[src/rtl/harmonic_pos_sequencer_pkg.sv]
// Shared constants for the harmonic phase-position sequencer and its position RAM.
// State codes include CLEAR, which is used only when CLEAR_ON_RESET_EN is defined.
package harmonic_pos_sequencer_pkg;

    localparam int ADDR_WIDTH_DEF = 8;
    localparam int DATA_WIDTH_DEF = 16;

    typedef logic [2:0] state_t;

    localparam state_t ST_IDLE  = 3'd0;
    localparam state_t ST_READ  = 3'd1;
    localparam state_t ST_WRITE = 3'd2;
    localparam state_t ST_DONE  = 3'd3;
    localparam state_t ST_CLEAR = 3'd4;

endpackage

[src/rtl/harmonic_pos_sequencer.sv]
// Per-frame phase accumulator sweep over N harmonics stored in an external position RAM.
// Optional feature: define CLEAR_ON_RESET_EN to zero the whole RAM after every reset.
module harmonic_pos_sequencer
    import harmonic_pos_sequencer_pkg::*;
#(
    parameter int ADDR_WIDTH = ADDR_WIDTH_DEF,
    parameter int DATA_WIDTH = DATA_WIDTH_DEF
) (
    input  logic                  clk,
    input  logic                  reset,
    input  logic                  sample_start,
    input  logic [DATA_WIDTH-1:0] freq,
    input  logic [ADDR_WIDTH-1:0] harm_count,
    output logic [ADDR_WIDTH-1:0] ram_addr,
    output logic [DATA_WIDTH-1:0] ram_din,
    output logic                  ram_we,
    input  logic [DATA_WIDTH-1:0] ram_dout,
    output logic [DATA_WIDTH-1:0] pos_out,
    output logic [ADDR_WIDTH-1:0] pos_index,
    output logic                  pos_valid,
    output logic                  busy,
    output logic                  frame_done,
    output logic                  overrun
);

`ifdef CLEAR_ON_RESET_EN
    localparam state_t RESET_STATE = ST_CLEAR;
`else
    localparam state_t RESET_STATE = ST_IDLE;
`endif

    localparam logic [DATA_WIDTH:0] NYQUIST = (DATA_WIDTH+1)'(1) << (DATA_WIDTH-1);
    localparam logic [ADDR_WIDTH-1:0] LAST_ADDR = '1;

    state_t                state;
    logic [ADDR_WIDTH-1:0] h;
    logic [DATA_WIDTH-1:0] inc_acc;
    logic [DATA_WIDTH-1:0] freq_reg;
    logic [ADDR_WIDTH-1:0] count_reg;
    logic [DATA_WIDTH-1:0] pos_reg;

    logic [DATA_WIDTH:0]   inc_next;
    logic [ADDR_WIDTH:0]   h_next;
    logic                  last_harm;

    // The carry bit keeps the Nyquist test exact even when freq is large.
    assign inc_next  = {1'b0, inc_acc} + {1'b0, freq_reg};
    assign h_next    = {1'b0, h} + 1'b1;
    assign last_harm = (h_next == {1'b0, count_reg});

    // NOTE: state registers use non-blocking assignments so every flop samples pre-edge values.
    always_ff @(posedge clk) begin
        if (reset) begin
            state     <= RESET_STATE;
            h         <= '0;
            inc_acc   <= '0;
            freq_reg  <= '0;
            count_reg <= '0;
            pos_reg   <= '0;
            overrun   <= 1'b0;
        end else begin
            if (sample_start && state != ST_IDLE)
                overrun <= 1'b1;

            case (state)
                ST_IDLE: begin
                    if (sample_start) begin
                        freq_reg  <= freq;
                        count_reg <= harm_count;
                        h         <= '0;
                        inc_acc   <= freq;
                        state     <= ST_READ;
                    end
                end
                ST_READ: begin
                    pos_reg <= ram_dout;
                    state   <= (count_reg == '0) ? ST_DONE : ST_WRITE;
                end
                ST_WRITE: begin
                    if (last_harm || inc_next >= NYQUIST) begin
                        state <= ST_DONE;
                    end else begin
                        h       <= h_next[ADDR_WIDTH-1:0];
                        inc_acc <= inc_next[DATA_WIDTH-1:0];
                        state   <= ST_READ;
                    end
                end
                ST_DONE: state <= ST_IDLE;
`ifdef CLEAR_ON_RESET_EN
                ST_CLEAR: begin
                    if (h == LAST_ADDR) begin
                        h     <= '0;
                        state <= ST_IDLE;
                    end else begin
                        h <= h + 1'b1;
                    end
                end
`endif
                default: state <= ST_IDLE;
            endcase
        end
    end

    // NOTE: every output gets a default first, so no path can infer a latch.
    always_comb begin
        ram_addr   = h;
        ram_din    = '0;
        ram_we     = 1'b0;
        pos_out    = '0;
        pos_index  = '0;
        pos_valid  = 1'b0;
        busy       = (state != ST_IDLE);
        frame_done = (state == ST_DONE);
        if (state == ST_WRITE) begin
            ram_we    = 1'b1;
            ram_din   = pos_reg + inc_acc;
            pos_out   = pos_reg;
            pos_index = h;
            pos_valid = 1'b1;
        end else if (state == ST_CLEAR) begin
            ram_we = 1'b1;
        end
    end

endmodule

[config.mk]
export PLATFORM = sky130hd
export DESIGN_NAME = harmonic_pos_sequencer
export DESIGN_NICKNAME = d
export VERILOG_FILES = /design/src/rtl/harmonic_pos_sequencer_pkg.sv /design/src/rtl/harmonic_pos_sequencer.sv
export SDC_FILE = /design/constraint.sdc
export NUM_CORES = 1
export LEC_CHECK = 0
export ABC_CLOCK_PERIOD_IN_PS = 7300
export CORE_MARGIN = 2
export CORE_UTILIZATION = 40
export CTS_CLUSTER_SIZE = 25
export DETAILED_ROUTE_END_ITERATION = 7
export PLACE_DENSITY_LB_ADDON = 0.25
export SLEW_MARGIN = 20
export SYNTH_ARGS = -nofsm -noshare
export SYNTH_HDL_FRONTEND = slang
export SYNTH_SLANG_ARGS = --single-unit
[constraint.sdc]
create_clock -name clk -period 7.3 [get_ports clk]
set_input_delay 0.73 -clock clk [delete_from_list [all_inputs] [get_ports clk]]
set_output_delay 0.73 -clock clk [all_outputs]
set_load 0.05 [all_outputs]
* Yosys cells after proc, flatten, opt, wreduce, memory -nomap -nowiden
Index checks and enable logic that the tools add are counted. W data, S select, Z words.
Operators by class: add/sub/neg operators 3, muxes and demuxes 16, reduce and logical (&&, ||, !) cells 8, equal/unequal tests 7, $lt $le $gt $ge 1
Operators with widths (count):
- $mux W16 | 4
- $pmux W16 S2 | 1
- $mux W8 | 3
- $add A16 B16 Y17 | 1
- $ge A17 B16 Y1 const B | 1
- $add A16 B16 Y16 | 1
- $pmux W8 S2 | 1
- $add A8 B1 Y9 const B | 1
- $eq A9 B8 Y1 | 1
- $pmux W3 S3 | 1
- $logic_not A8 Y1 | 1
- $eq A3 B2 Y1 const B | 2
- $mux W1 | 4
- $ne A2 B2 Y1 const B | 2
- $eq A3 B1 Y1 const B | 1
- $eq A3 B3 Y1 const B | 1
- $logic_not A3 Y1 | 1
- $mux W3 | 1
- $reduce_and A3 Y1 | 1
- $reduce_bool A3 Y1 | 1
- $mux W2 | 1
- $reduce_and A2 Y1 | 1
- $reduce_bool A2 Y1 | 1
- $logic_and A1 B1 Y1 | 1
- $logic_or A1 B1 Y1 | 1
Word-level totals: input port bits 43, bits in registers 68

* Longest topological paths before layout
Gate-level depths: netlist of the first run.
word-level depth 5, gate-level depth with buffers 12

* Worst setup path before layout of the first run
OpenSTA, ideal clock, no wires.
path type flip-flop to output port, start point reg inc_acc[1], end point out ram_din[13], required time 6570 ps, stages on the path, launching flop included 10, path buffers 0, arrival 2695 ps, slack 3875 ps, cells stage by stage dfxtp_1 > ha_1 > a211o_1 > a21oi_1 > o21ai_0 > a41o_1 > o211ai_1 > o21ai_0 > xnor2_1 > nor2_1
On the way: cells in the longest elaborated chain, start to end 2
Ends and longest elaborated chain:
- start: declaration | RTL line harmonic_pos_sequencer.sv:37 | logic [DATA_WIDTH-1:0] inc_acc;
- start signal: assignment | RTL line harmonic_pos_sequencer.sv:71 | inc_acc <= freq;
- start signal: assignment | RTL line harmonic_pos_sequencer.sv:84 | inc_acc <= inc_next[DATA_WIDTH-1:0];
- $add A16 B16 Y16 | RTL line harmonic_pos_sequencer.sv:116 | ram_din = pos_reg + inc_acc;
- $mux W16 | RTL line harmonic_pos_sequencer.sv:114 | if (state == ST_WRITE) begin
- end: declaration | RTL line harmonic_pos_sequencer.sv:15 | output logic [DATA_WIDTH-1:0] ram_din,
No other way between the ends.

* Final worst setup path of the first run
start point reg inc_acc[1], end point out ram_din[15]
Same word-level chain as after synthesis.

==> metrics.txt, run 1 <==
# TYPE chip_impl_metric gauge
chip_impl_metric{name="vdd_drop_max",unit="uV"} 146.1
chip_impl_metric{name="diodes",unit=""} 0
chip_impl_metric{name="number_of_synthesized_flops_with_an_enable_pin",unit=""} 0
chip_impl_info{name="rsz0062_at_grt",value="no"} 1
chip_impl_metric{name="syn-instance-count",unit=""} 573
chip_impl_metric{name="port_buffers",unit=""} 95
chip_impl_metric{name="timing.hold.ws",unit="ps"} 467.8
chip_impl_metric{name="timing.clock.skew",unit="ps"} 10.35
chip_impl_metric{name="initial_utilization",unit="%"} 41.01
chip_impl_metric{name="final_design_instance_area_without_fill",unit="um2"} 5683
chip_impl_metric{name="syn_to_final_growth",unit="%"} 27.26
chip_impl_metric{name="cts.path.max_buffers",unit=""} 2
chip_impl_info{name="setup.worst_path.start_class",value="register"} 1
chip_impl_metric{name="core.rowCount",unit=""} 38
chip_impl_metric{name="yosys_warnings",unit=""} 0
chip_impl_info{name="hold_path.startpoint",value="freq_reg[3]"} 1
chip_impl_metric{name="length_in_cells_of_the_worst_reg_to_reg_path",unit=""} 11
chip_impl_metric{name="fp.dieW",unit="um"} 109.7
chip_impl_metric{name="insertion_delay",unit="ps"} 350
chip_impl_metric{name="detail_route.wl_per_cell",unit="um"} 15.74
chip_impl_metric{name="grt_pass1_wl",unit="um"} 20150
chip_impl_metric{name="required",unit="ps"} 6570
chip_impl_metric{name="finalWeightedCongestion",unit=""} 0.9067
chip_impl_metric{name="syn-cell-area",unit="um2"} 4466
chip_impl_metric{name="post-synth-top-area-fraction",unit="%"} 30.04
chip_impl_metric{name="vias_per_cell",unit=""} 5.489
chip_impl_info{name="crit_path_end_kind",value="output port"} 1
chip_impl_metric{name="post-route-period-util",unit="%"} 60.23
chip_impl_metric{name="report.final.setup_viol",unit=""} 0
chip_impl_metric{name="cts_num_sinks",unit=""} 67
chip_impl_metric{name="drc",unit=""} 0
chip_impl_metric{name="antenna_found_initial",unit=""} 0
chip_impl_metric{name="synth-seq-area-share",unit="%"} 30.04
chip_impl_info{name="synth_largest_area_cell",value="sky130_fd_sc_hd__dfxtp_1"} 1
chip_impl_metric{name="ys_types",unit=""} 62
chip_impl_metric{name="max_slew.worst_pin.slew",unit="ps"} 745.1
chip_impl_metric{name="cts_inserted_buffers",unit=""} 9
chip_impl_metric{name="powerDensity",unit="nW/um2"} 187.9
chip_impl_metric{name="dp.final_hpwl",unit="um"} 9247
chip_impl_metric{name="slew_violations",unit=""} 0
chip_impl_metric{name="headroom_to_the_max_slew_limit",unit="%"} 50.24
chip_impl_metric{name="initialDrtViolationCount",unit=""} 212
chip_impl_info{name="status",value="finished clean"} 1
chip_impl_metric{name="die_height",unit="um"} 109.7
chip_impl_info{name="timing.setup.critical_path_class",value="register to output port"} 1
chip_impl_metric{name="finish.net_count",unit=""} 731
chip_impl_metric{name="placed_area",unit="um2"} 5488
chip_impl_metric{name="grt_max_degree",unit=""} 69
chip_impl_metric{name="number_of_global_route_vias_before_repair",unit=""} 4211
chip_impl_metric{name="post_cts_resized",unit=""} 0
chip_impl_info{name="regToRegEndpoint",value="ram_addr[0]"} 1
chip_impl_metric{name="layout-drive-gt1-share",unit="%"} 6.070
chip_impl_info{name="reg2reg_from",value="inc_acc[0]"} 1
chip_impl_metric{name="ff_to_ff_setup_slack",unit="ps"} 3630
chip_impl_metric{name="whs_path_depth",unit=""} 2
chip_impl_metric{name="tns",unit="ps"} 0
chip_impl_metric{name="detailedRoute.firstPassIterationCount",unit=""} 4
chip_impl_info{name="worst_hold_path.endpoint",value="freq_reg[3]"} 1
chip_impl_metric{name="total_die_area",unit="um2"} 12030
chip_impl_metric{name="worst-endpoint-arrival",unit="ps"} 3670
chip_impl_metric{name="postSynth.asyncResetShare",unit="%"} 0
chip_impl_info{name="cts_tree",value="done"} 1
chip_impl_metric{name="grt-ovfl-total",unit=""} 0
chip_impl_metric{name="clock_transition_at_the_registers_of_the_reported_paths",unit="ps"} 70
chip_impl_metric{name="cts-hold-fix-buffers",unit=""} 0
chip_impl_metric{name="antenna_violating_nets_post_route",unit=""} 0
chip_impl_info{name="synth_area_leaders",value="sky130_fd_sc_hd__dfxtp_1 30%, sky130_fd_sc_hd__ha_1 9.0%, sky130_fd_sc_hd__nand2_1 8.6%"} 1
chip_impl_metric{name="post-place-cells",unit=""} 783
chip_impl_info{name="clock_tree.root_cell",value="sky130_fd_sc_hd__clkbuf_8"} 1
chip_impl_metric{name="num_vias",unit=""} 4386
chip_impl_metric{name="maximum_achievable_frequency",unit="GHz"} 0.2274
chip_impl_metric{name="mappedNetlistNets",unit=""} 650
chip_impl_metric{name="io-pin-count",unit=""} 96
chip_impl_metric{name="synthesis.area_per_instance",unit="um2"} 7.793
chip_impl_metric{name="critPathMaxFanout",unit=""} 5
chip_impl_metric{name="period_needed",unit="ps"} 4397
chip_impl_info{name="synth_ff_type",value="sky130_fd_sc_hd__dfxtp_1"} 1
chip_impl_metric{name="route.final.wire_length",unit="um"} 12570
chip_impl_info{name="hold_path_class",value="register to register"} 1
chip_impl_metric{name="cts_max_level",unit=""} 3
chip_impl_metric{name="cts.repair_timing.setup_buffer_count",unit=""} 0
chip_impl_metric{name="max_capacitance_violation_total",unit=""} 0
chip_impl_metric{name="fin_cells",unit=""} 799
chip_impl_metric{name="synth.ff_latch_count",unit=""} 67
chip_impl_metric{name="placeableCoreArea",unit="um2"} 10890
chip_impl_metric{name="grt_util_all_layers",unit="%"} 21.44
chip_impl_metric{name="p_leak",unit="nW"} 2.265
chip_impl_metric{name="final_hold_viol_count",unit=""} 0
worst max path at each step:
stage          startpoint          end  slack, ps  depth (start not counted)
3_3_place_gp   inc_acc[1]  ram_din[15]       3420                         10
3_5_place_dp   inc_acc[1]  ram_din[15]       3320                         10
6_report       inc_acc[1]  ram_din[15]       2900                         10
5_1_grt        inc_acc[1]  ram_din[15]       2700                         10
2_1_floorplan  inc_acc[1]  ram_din[13]       3870                          9
4_1_cts        inc_acc[1]  ram_din[15]       2920                         10
power breakdown:
group	leakage (nW)	total, mW	internal, mW	switching [mW]
clock	0.0950	0.308	0.156	0.152
sequential	0.549	0.429	0.397	0.0318
combinational	1.62	0.331	0.134	0.197
total	2.26	1.07	0.687	0.381
area by class of cell:
cell class	instances	area, um2
repair buffers	100	983.4
fillers	1070	5205
well taps	140	175.2
clock buffers	9	123.9
inverters	6	22.52
flip-flops and latches	67	1341
clock inverters	7	68.82
multi-input cells	470	2968
per-layer routing:
| layer | routed length (um) | GRT usage, % | share of wire [%] | vias to the layer above |
|---|---|---|---|---|
| met3 | 563 | 4.327 | 4.5 | 24 |
| li1 | - | - | - | 2199 |
| met5 | 0 | 0 | 0 | - |
| met4 | 418 | 8.590 | 3.3 | 0 |
| met1 | 5465 | 25.35 | 43 | 2047 |
| met2 | 6127 | 37.79 | 49 | 116 |
placed cells by master (no fill, tap or decap), types with 4 or more instances in the layout:
cell                              instances
sky130_fd_sc_hd__a211o_1                  4
sky130_fd_sc_hd__a211oi_1                11
sky130_fd_sc_hd__a211oi_2                 5
sky130_fd_sc_hd__a21o_1                  11
sky130_fd_sc_hd__a21oi_1                 67
sky130_fd_sc_hd__a311oi_1                 6
sky130_fd_sc_hd__a31oi_1                  9
sky130_fd_sc_hd__and2_1                  31
sky130_fd_sc_hd__and3_1                   4
sky130_fd_sc_hd__buf_4                    5
sky130_fd_sc_hd__clkbuf_8                 9
sky130_fd_sc_hd__clkdlybuf4s50_1         94
sky130_fd_sc_hd__dfxtp_1                 67
sky130_fd_sc_hd__ha_1                    32
sky130_fd_sc_hd__inv_1                    5
sky130_fd_sc_hd__nand2_1                102
sky130_fd_sc_hd__nand2b_1                16
sky130_fd_sc_hd__nand3_1                  8
sky130_fd_sc_hd__nor2_1                  30
sky130_fd_sc_hd__nor3_1                  18
sky130_fd_sc_hd__o211ai_1                 6
sky130_fd_sc_hd__o21a_1                   4
sky130_fd_sc_hd__o21ai_0                 14
sky130_fd_sc_hd__o21ai_1                  7
sky130_fd_sc_hd__o21bai_1                 4
sky130_fd_sc_hd__or2_2                    4
sky130_fd_sc_hd__xnor2_1                 18
sky130_fd_sc_hd__xor2_1                  17
synthesized netlist by cell type, types with 5 or more instances:
cell	count
sky130_fd_sc_hd__o21ai_0	14
sky130_fd_sc_hd__a21oi_1	67
sky130_fd_sc_hd__nor3_1	18
sky130_fd_sc_hd__a211oi_1	11
sky130_fd_sc_hd__nor2_1	30
sky130_fd_sc_hd__clkbuf_1	21
sky130_fd_sc_hd__o21ai_1	7
sky130_fd_sc_hd__xor2_1	17
sky130_fd_sc_hd__nand3_1	8
sky130_fd_sc_hd__nand2b_1	16
sky130_fd_sc_hd__a21o_1	11
sky130_fd_sc_hd__and2_1	31
sky130_fd_sc_hd__xnor2_1	18
sky130_fd_sc_hd__inv_1	5
sky130_fd_sc_hd__o211ai_1	6
sky130_fd_sc_hd__a211oi_2	5
sky130_fd_sc_hd__a311oi_1	6
sky130_fd_sc_hd__nand2_1	102
sky130_fd_sc_hd__a31oi_1	9
sky130_fd_sc_hd__ha_1	32
sky130_fd_sc_hd__dfxtp_1	67
per-stage QoR:
stage | total power, mW | utilization [%] | setup WS, ps
final | 1.068 | 52.19 | 2903
after global routing | 1.127 | 52.19 | 2701
after CTS | 1.076 | 52.17 | 2917
after detailed placement | 0.7677 | 50.40 | 3322
after global placement | 0.7578 | 50.40 | 3423
after floorplan | 0.6685 | - | 3875
kinds of logic after synthesis:
kind of cell	after synthesis	share of synthesized area, %
buf+inv	36	3.558
xor+xnor	35	6.865
simple gates	234	25.27
fa+ha+maj	34	9.863
mux	2	0.4763
compound gates	165	23.93
flops	67	30.04
critical path, cell delays in order, from the launching register on:
cell	delay (ps)
sky130_fd_sc_hd__dfxtp_1	470
sky130_fd_sc_hd__ha_1	300
sky130_fd_sc_hd__a211o_1	280
sky130_fd_sc_hd__a21oi_1	200
sky130_fd_sc_hd__o21ai_0	170
sky130_fd_sc_hd__a41o_1	290
sky130_fd_sc_hd__o211ai_1	260
sky130_fd_sc_hd__o21ai_0	230
sky130_fd_sc_hd__a21oi_1	180
sky130_fd_sc_hd__nand4b_1	130
sky130_fd_sc_hd__clkdlybuf4s50_1	800
(Power assumes the default switching activity.)
==> inputs of run 2 (changes only) <==
--- a/config.mk
+++ b/config.mk
@@ -5,7 +5,7 @@
 export SDC_FILE = /design/constraint.sdc
 export NUM_CORES = 1
 export LEC_CHECK = 0
-export ABC_CLOCK_PERIOD_IN_PS = 7300
+export ABC_CLOCK_PERIOD_IN_PS = 3600
 export CORE_MARGIN = 2
 export CORE_UTILIZATION = 40
 export CTS_CLUSTER_SIZE = 25
==> constraint.sdc (replaced) <==
create_clock -name clk -period 3.6 [get_ports clk]
set_input_delay 0.36 -clock clk [delete_from_list [all_inputs] [get_ports clk]]
set_output_delay 0.36 -clock clk [all_outputs]
set_load 0.05 [all_outputs]
==> run 2 against run 1 <==
Effect of this change: die area is the same; via count decreased by 1.4%; cell count grew 0.38%; non-clock buffer count is 3 higher; routed wire length grew 0.59%; clock-buffer cell count rose by 1; global-route usage hardly changed; clock power rose by 88%; clock skew increased by 1.1 ps.
==> metrics.txt, run 2 (synthesis gave the netlist of run 1 again) <==
# TYPE chip_impl_metric gauge
chip_impl_info{name="status",value="finished clean"} 1
chip_impl_metric{name="slew_violations",unit=""} 0
chip_impl_metric{name="num_vias",unit=""} 4326
chip_impl_info{name="cts_tree",value="done"} 1
chip_impl_info{name="cpMaxStageDelayCell",value="sky130_fd_sc_hd__dfxtp_1"} 1
chip_impl_info{name="crit_chain",value="ha_1 > a211o_1 > a21oi_1 > o21ai_0 > a41o_1 > o211ai_1 > o21ai_1 > a21oi_1 > nand4b_1 > buf_4"} 1
chip_impl_metric{name="diodes",unit=""} 0
chip_impl_metric{name="antenna_violating_nets_post_route",unit=""} 0
chip_impl_metric{name="final_critical_path_setup_slack",unit="ps"} 255.0
chip_impl_metric{name="grt_pass1_wl",unit="um"} 20070
chip_impl_metric{name="number_of_global_route_vias_before_repair",unit=""} 4055
chip_impl_metric{name="vdd_drop_max",unit="uV"} 180.0
chip_impl_metric{name="post-place-cells",unit=""} 786
chip_impl_info{name="clock_tree.root_cell",value="sky130_fd_sc_hd__clkbuf_8"} 1
chip_impl_metric{name="cts_max_level",unit=""} 3
chip_impl_metric{name="vias_per_cell",unit=""} 5.394
chip_impl_metric{name="cts_num_sinks",unit=""} 67
chip_impl_metric{name="syn_to_final_growth",unit="%"} 26.09
chip_impl_metric{name="ff_to_ff_setup_slack",unit="ps"} 480
chip_impl_info{name="final_cell_mix",value="102 x sky130_fd_sc_hd__nand2_1, 67 x sky130_fd_sc_hd__a21oi_1, 66 x sky130_fd_sc_hd__dfxtp_1"} 1
chip_impl_info{name="crit_path_start",value="pos_reg[1]"} 1
chip_impl_metric{name="required",unit="ps"} 3240
chip_impl_metric{name="post-route-period-util",unit="%"} 92.92
chip_impl_metric{name="critPathMaxFanout",unit=""} 4
chip_impl_metric{name="p_leak",unit="nW"} 2.394
chip_impl_metric{name="core.rowCount",unit=""} 38
chip_impl_metric{name="max_capacitance_violation_total",unit=""} 0
chip_impl_info{name="critical-path-top-cell-by-count",value="sky130_fd_sc_hd__a21oi_1"} 1
chip_impl_info{name="setup.worst_path.end",value="ram_din[15]"} 1
chip_impl_metric{name="placed_area",unit="um2"} 5440
chip_impl_metric{name="drc",unit=""} 0
chip_impl_metric{name="cp_slowest_stage_delay",unit="ps"} 420
chip_impl_metric{name="io-pin-count",unit=""} 96
chip_impl_metric{name="max_slew.worst_pin.slew",unit="ps"} 705.9
chip_impl_metric{name="dp.final_hpwl",unit="um"} 9498
chip_impl_metric{name="detail_route.wl_per_cell",unit="um"} 15.77
chip_impl_metric{name="final_hold_viol_count",unit=""} 0
chip_impl_metric{name="route.final.wire_length",unit="um"} 12650
chip_impl_info{name="setup.worst_path.start_class",value="register"} 1
chip_impl_metric{name="initial_utilization",unit="%"} 41.01
chip_impl_metric{name="cts.path.max_buffers",unit=""} 2
chip_impl_metric{name="cts_inserted_buffers",unit=""} 9
chip_impl_metric{name="cp.buffers_inverters",unit=""} 1
chip_impl_info{name="rsz0062_at_grt",value="no"} 1
chip_impl_metric{name="fin_cells",unit=""} 802
chip_impl_info{name="hold_path.startpoint",value="freq_reg[2]"} 1
chip_impl_metric{name="grt_max_degree",unit=""} 37
chip_impl_info{name="hold_path_class",value="register to register"} 1
chip_impl_metric{name="length_in_cells_of_the_worst_reg_to_reg_path",unit=""} 10
chip_impl_metric{name="report.final.setup_viol",unit=""} 0
chip_impl_metric{name="grt-ovfl-total",unit=""} 0
chip_impl_metric{name="total_die_area",unit="um2"} 12030
chip_impl_metric{name="fp.dieW",unit="um"} 109.7
chip_impl_info{name="mostFrequentLayoutCell",value="sky130_fd_sc_hd__nand2_1"} 1
chip_impl_metric{name="worst-endpoint-arrival",unit="ps"} 2980
chip_impl_metric{name="timing.clock.skew",unit="ps"} 11.48
chip_impl_metric{name="detailedRoute.firstPassIterationCount",unit=""} 4
chip_impl_metric{name="maximum_achievable_frequency",unit="GHz"} 0.2990
chip_impl_metric{name="insertion_delay",unit="ps"} 350
chip_impl_metric{name="headroom_to_the_max_slew_limit",unit="%"} 52.94
chip_impl_metric{name="path_depth",unit=""} 10
chip_impl_metric{name="placeableCoreArea",unit="um2"} 10890
chip_impl_metric{name="port_buffers",unit=""} 95
chip_impl_metric{name="finish.net_count",unit=""} 734
chip_impl_metric{name="clock_transition_at_the_registers_of_the_reported_paths",unit="ps"} 80
chip_impl_metric{name="die_height",unit="um"} 109.7
chip_impl_metric{name="layout-drive-gt1-share",unit="%"} 11.63
chip_impl_info{name="critical-path-top-delay-family",value="compound AO/OA/AOI/OAI gates"} 1
chip_impl_info{name="regToRegEndpoint",value="inc_acc[7]"} 1
chip_impl_info{name="timing.setup.critical_path_class",value="register to output port"} 1
chip_impl_metric{name="grt_util_all_layers",unit="%"} 21.42
chip_impl_metric{name="antenna_found_initial",unit=""} 0
chip_impl_metric{name="place_ws",unit="ps"} 426.4
chip_impl_info{name="crit_path_end_kind",value="output port"} 1
chip_impl_metric{name="finalWeightedCongestion",unit=""} 0.8505
chip_impl_metric{name="postLayoutCoreUtil",unit="%"} 51.71
chip_impl_metric{name="layout_filler_cell_count",unit=""} 1069
chip_impl_info{name="reg2reg_from",value="inc_acc[0]"} 1
chip_impl_metric{name="tns",unit="ps"} 0
chip_impl_metric{name="initialDrtViolationCount",unit=""} 179
chip_impl_metric{name="powerDensity",unit="nW/um2"} 377.2
chip_impl_metric{name="period_needed",unit="ps"} 3345
chip_impl_metric{name="final_design_instance_area_without_fill",unit="um2"} 5630
-- run 2: changes by cell type in the layout (fill, tap and decap cells not counted), sizes merged --
| cell | delta |
|---|---|
| bufinv | -1 |
| clkinvlp | +1 |
| dlymetal6s2s | +3 |
| clkbuf | +1 |
| clkdlybuf4s50 | -36 |
| buf | +36 |
| clkinv | -1 |
-- run 2: area by class of cell --
type	instances	area, um2	area share, %
multi-input combinational	470	2968	52.71
sequential	67	1343	23.84
timing repair buffer	103	943.4	16.76
tap	140	175.2	3.111
clock buffer	10	137.6	2.444
clock inverter	6	41.29	0.7333
inverter	6	22.52	0.4000
-- run 2: power breakdown --
part | internal, mW | switching (mW)
sequential | 0.806 | 0.0659
combinational | 0.273 | 0.400
clock | 0.267 | 0.311
total | 1.35 | 0.778
-- run 2: repair_timing --
action / CTS / global route
endpoints found under the setup margin: 0 / 5
resized for setup: 0 / 5
setup buffers: 0 / 0
hold endpoints to repair: 0 / 0
hold buffers: 0 / 0
-- run 2: through the flow --
| step | hold slack (ps) | power, mW |
|---|---|---|
| finish | 462.2 | 2.124 |
| global route | 486.3 | 2.243 |
| CTS | 464.7 | 2.137 |
| detailed placement | 454.5 | 1.559 |
| global placement | 448.4 | 1.540 |
| floorplan | 440.0 | 1.355 |
-- run 2: worst reg2reg max path: stages (launching register included) --
cell and delay (ps):
sky130_fd_sc_hd__dfxtp_1 340, sky130_fd_sc_hd__ha_1 250, sky130_fd_sc_hd__fa_1 430, sky130_fd_sc_hd__a211oi_1 320
sky130_fd_sc_hd__o211ai_1 220, sky130_fd_sc_hd__nand3_1 180, sky130_fd_sc_hd__nand3b_1 130, sky130_fd_sc_hd__a2bb2oi_1 200
sky130_fd_sc_hd__a211o_1 470, sky130_fd_sc_hd__nand2_4 290, sky130_fd_sc_hd__a311oi_1 140
-- run 2: worst min-delay path by stage --
stage / end / slack [ps] / depth (start not counted)
2_1_floorplan: freq_reg[0] / 440 / 2
3_3_place_gp: freq_reg[0] / 450 / 2
3_5_place_dp: freq_reg[2] / 450 / 2
4_1_cts: freq_reg[2] / 460 / 2
5_1_grt: freq_reg[9] / 490 / 2
6_report: freq_reg[2] / 460 / 2
-- run 2: per-layer routing --
layer  up-vias  part of all wire (%)  global-route usage, %
li1       2210                     -                      -
met1      1997                    44                  25.85
met2       103                    49                  37.83
met3        16                   4.9                  4.386
met4         0                   2.3                  7.052
met5         -                     0                      0
